## config.mk

```make
export PLATFORM = sky130hd
export DESIGN_NAME = branch_predictor
export DESIGN_NICKNAME = d
export VERILOG_FILES = /design/src/rtl/branch_predictor.sv
export SDC_FILE = /design/constraint.sdc
export NUM_CORES = 2
export LEC_CHECK = 0
export CAP_MARGIN = 20
export CORE_UTILIZATION = 50
export CTS_BUF_LIST = sky130_fd_sc_hd__clkbuf_2
export DETAILED_ROUTE_END_ITERATION = 7
export PLACE_DENSITY_LB_ADDON = 0.08
export SLEW_MARGIN = 30
export SYNTH_ARGS = -nofsm -noshare
export SYNTH_HDL_FRONTEND = slang
export SYNTH_SLANG_ARGS = --single-unit
```

## constraint.sdc

```tcl
create_clock -name clk -period 17 [get_ports clk]
set_clock_uncertainty 0.2 [all_clocks]
set_input_delay 3.4 -clock clk [delete_from_list [all_inputs] [get_ports clk]]
set_output_delay 3.4 -clock clk [all_outputs]
set_load 0.005 [all_outputs]
```

## src/rtl/branch_predictor.sv

```systemverilog
// IF-stage branch predictor: direct-mapped BTB with 2-bit saturating counters,
// trained from EX-stage resolution; also flags mispredictions and counts them.
module branch_predictor #(
  parameter int unsigned ENTRIES = 16,
  parameter int unsigned IDX_W   = 4,
  parameter int unsigned TAG_W   = 16,
  parameter int unsigned CNT_W   = 32
) (
  input  logic             clk,
  input  logic             rst,
  input  logic [63:0]      if_pc,
  output logic             pred_taken,
  output logic [63:0]      pred_target,
  input  logic             upd_valid,
  input  logic [63:0]      upd_pc,
  input  logic             upd_taken,
  input  logic [63:0]      upd_target,
  input  logic             upd_pred_taken,
  input  logic [63:0]      upd_pred_target,
  output logic             mispredict,
  output logic [63:0]      redirect_pc,
  output logic [CNT_W-1:0] mispredict_count
);

  localparam int unsigned TagLo = IDX_W + 2;

  logic [ENTRIES-1:0] valid_q;
  logic [TAG_W-1:0]   tag_q [ENTRIES];
  logic [63:0]        tgt_q [ENTRIES];
  logic [1:0]         ctr_q [ENTRIES];
  logic [CNT_W-1:0]   cnt_q;

  logic [IDX_W-1:0] if_idx, upd_idx;
  logic [TAG_W-1:0] if_tag, upd_tag;
  logic             if_hit, upd_hit, upd_we;
  logic [1:0]       upd_ctr_d;
  logic [63:0]      upd_tgt_d;

  assign if_idx  = if_pc[IDX_W+1:2];
  assign if_tag  = if_pc[TagLo +: TAG_W];
  assign upd_idx = upd_pc[IDX_W+1:2];
  assign upd_tag = upd_pc[TagLo +: TAG_W];

  // Lookup reads registered state only, so a same-cycle update is seen next cycle.
  always_comb begin
    if_hit      = valid_q[if_idx] && (tag_q[if_idx] == if_tag);
    pred_taken  = if_hit && ctr_q[if_idx][1];
    pred_target = pred_taken ? tgt_q[if_idx] : if_pc + 64'd4;
  end

  always_comb begin
    upd_hit   = valid_q[upd_idx] && (tag_q[upd_idx] == upd_tag);
    upd_we    = upd_valid && (upd_hit || upd_taken) && !rst;
    upd_tgt_d = upd_taken ? upd_target : tgt_q[upd_idx];
    upd_ctr_d = ctr_q[upd_idx];
    if (!upd_hit) begin
      upd_ctr_d = 2'b10;
    end else if (upd_taken) begin
      if (ctr_q[upd_idx] != 2'b11) upd_ctr_d = ctr_q[upd_idx] + 2'b01;
    end else begin
      if (ctr_q[upd_idx] != 2'b00) upd_ctr_d = ctr_q[upd_idx] - 2'b01;
    end
  end

  always_comb begin
    mispredict  = upd_valid && ((upd_taken != upd_pred_taken) ||
                  (upd_taken && upd_pred_taken && (upd_target != upd_pred_target)));
    redirect_pc = upd_taken ? upd_target : upd_pc + 64'd4;
  end

  always_ff @(posedge clk) begin
    if (rst) begin
      valid_q <= '0;
      cnt_q   <= '0;
      for (int unsigned i = 0; i < ENTRIES; i++) begin
        ctr_q[i] <= 2'b01;
      end
    end else begin
      if (mispredict) cnt_q <= cnt_q + CNT_W'(1);
      if (upd_we) begin
        valid_q[upd_idx] <= 1'b1;
        ctr_q[upd_idx]   <= upd_ctr_d;
      end
    end
  end

  // Tags and targets need no reset; valid bits qualify them.
  always_ff @(posedge clk) begin
    if (upd_we) begin
      tag_q[upd_idx] <= upd_tag;
      tgt_q[upd_idx] <= upd_tgt_d;
    end
  end

  assign mispredict_count = cnt_q;

endmodule

```

==> out/metrics.yaml <==
whs_ns: 0.3043
post_cts_buffers: 0
die_x_um: 348.5
fp-row-count: 126
synth_seq_area_share_pct: 67.23
yosys.area.top_type_share_pct: 65.63
grt_pass1_vias: 37480
grt_pass1_wl_mm: 264.3
relSlewSlack_pct: 30.11
clk_pin_slew_ns: 0.08
whs_endpoint: "valid_q[3]$_SDFFE_PP0N_"
htreeDepth: 5
final_hold_viol_count: 0
gp_congestion: 0.9764
synth_compound_area_share_pct: 3.277
antenna_left: 0
ys_types: 77
period_minus_slack_ns: 12.37
place_area_um2: 66160
r2r-start: "tag_q[10][15]$_DFFE_PP_"
rsz0062_at_grt: "false"
via_per_inst: 6.283
maxCapViolations: 0
yosys_most_used_dff: "edfxtp_1"
status: "finished clean"
path_class: "in2out"
ff2ff_path_depth: 10
synth_xor_area_share_pct: 3.195
antenna_found_initial: 12
num_vias: 36610
clk-insertion-delay-late_ns: 1.61
synth_edf_count: 1312
cp-start-kind: "primary input"
wl_per_cell_um: 32.05
hold_buffers: 0
die_h_um: 348.5
path_max_fanout: 113
cts_tree: "yes"
min-delay-start: "valid_q[3]$_SDFFE_PP0N_"
crit_arrival_ns: 8.77
ir_drop_mv: 0.06738
hp-class: "reg2reg"
end_kind: "primary output"
setup_viol: 0
clk_path_buf_depth: 4
initial_utilization_pct: 50.63
synth_simple_gate_area_share_pct: 4.934
fin_util_pct: 58.39
async_flop_share_pct: 0
grt_max_degree: 114
yosysWarnings: 0
period_share_pct: 72.74
track_usage_pct: 30.85
core_um2: 118600
cts_resized: 0
synth_top_family_by_area: "multiplexers"
required_ns: 13.40
slew_violations: 0
wl_mm: 186.8
cts_buffers: 349
overflow: 0
avgSynthCellArea_um2: 18.09
drc: 0
drt_first_pass_iters: 6
synthAdderAreaFrac_pct: 0.1459
ys_ff_latch: 1360
drive_above_1_share_pct: 28.34
area_delta_synth_final_pct: 15.33
syn_inst: 3318
synth_area_um2: 60030
synth.area.top_cells: "edfxtp_1, mux4_2, xnor2_1, dfxtp_1, mux2_2"
synthMuxAreaShare_pct: 19.18
root_buffer: "clkbuf_2"
whs_path_depth: 2
synthTopCellsByCount: "edfxtp_1, mux4_2, xnor2_1, nand2_1, clkbuf_1"
port_buffers: 422
r2r-end: "tag_q[1][10]$_DFFE_PP_"
yosysMostFrequentCell: "edfxtp_1"
place_hpwl_mm: 113.2
rrSetupSlack_ns: 12.59
leakagePower_uw: 0.02233
tightest_slew_ns: 1.037
fmax_mhz: 80.87
synth_top_area_cell: "edfxtp_1"
ioPinCount: 423
drt-initial-drc-count: 4398
cts_num_sinks: 1360
final_cell_area_um2: 69230
power.density_nw_per_um2: 93.72
syn_nets: 3586
dieArea_um2: 121400
setup_tns_ns: 0
nNetsFinal: 4251
flip-flops by register name, summed over array words and instances, names as in the netlist:
register          cells
tag_q               256
ctr_q                32
tgt_q              1024
valid_q              16
mispredict_count     32
cell type report:
type	count	area, um2
fillers	9156	49330
diodes	4	10.01
well taps	1600	2002
multi-input cells	1698	18620
repair buffers	525	5000
clock buffers	488	2442
inverters	49	188.9
clock inverters	103	601.8
flip-flops and latches	1360	40360
metrics by stage:
stage	setup slack, ns	std cells	total power, uW
after CTS	4.535	5823	6543
after detailed placement	4.545	5232	4381
after global placement	4.596	5230	4372
after floorplan	7.068	3318	4076
final	4.634	5827	6488
after global routing	4.343	5825	6735
power breakdown:
part | internal [uW] | switching [uW] | total [uW]
clock | 875 | 1300 | 2180
sequential | 3690 | 8.67 | 3700
combinational | 269 | 338 | 607
layer usage:
| layer | share of wire (%) | GRT usage [%] | wire [um] | vias up |
|---|---|---|---|---|
| met2 | 47 | 48.82 | 88630 | 2159 |
| met3 | 10 | 8.154 | 18880 | 311 |
| met5 | 0.032 | 0 | 59 | - |
| li1 | - | - | - | 15060 |
| met4 | 2.8 | 10.24 | 5195 | 10 |
| met1 | 40 | 41.77 | 74000 | 19070 |
kinds of logic (layout without fill, tap and decap cells):
logic type,Yosys count,count (layout)
multiplexers,594,594
buffers and inverters,260,1165
other,0,4
AO/OA/AOI/OAI,300,300
XOR/XNOR,219,219
AND/OR/NAND/NOR,578,578
flip-flops,1360,1360
adder cells (fa/ha/maj),7,7
how the worst max path moves through the flow:
stage	start	to	cells after the start
2_1_floorplan	if_pc[2]	pred_target[0]	10
3_5_place_dp	if_pc[3]	pred_target[63]	12
5_1_grt	if_pc[3]	pred_target[26]	12
4_1_cts	if_pc[3]	pred_target[63]	12
3_3_place_gp	if_pc[3]	pred_target[63]	12
6_report	if_pc[3]	pred_target[26]	12
worst max-delay path, stage by stage:
cell	delay [ns]
buf_8	0.56
buf_12	0.62
mux4_2	0.58
mux2i_1	0.29
xnor2_1	0.17
o2111ai_1	0.13
a221o_1	0.36
nor4_1	0.27
and4_4	0.65
buf_4	0.67
mux2_2	0.41
clkdlybuf4s50_1	0.46
layout by cell type, fill, tap and decap left out, types with 81 or more instances in the layout:
cell type / n
edfxtp_1: 1312
clkbuf_2: 488
mux4_2: 437
clkdlybuf4s50_1: 409
xnor2_1: 149
nand2_1: 134
nand3_1: 103
nor2_1: 102
buf_4: 96
clkinv_1: 81
Note: power is estimated with default switching activity, not from simulation.
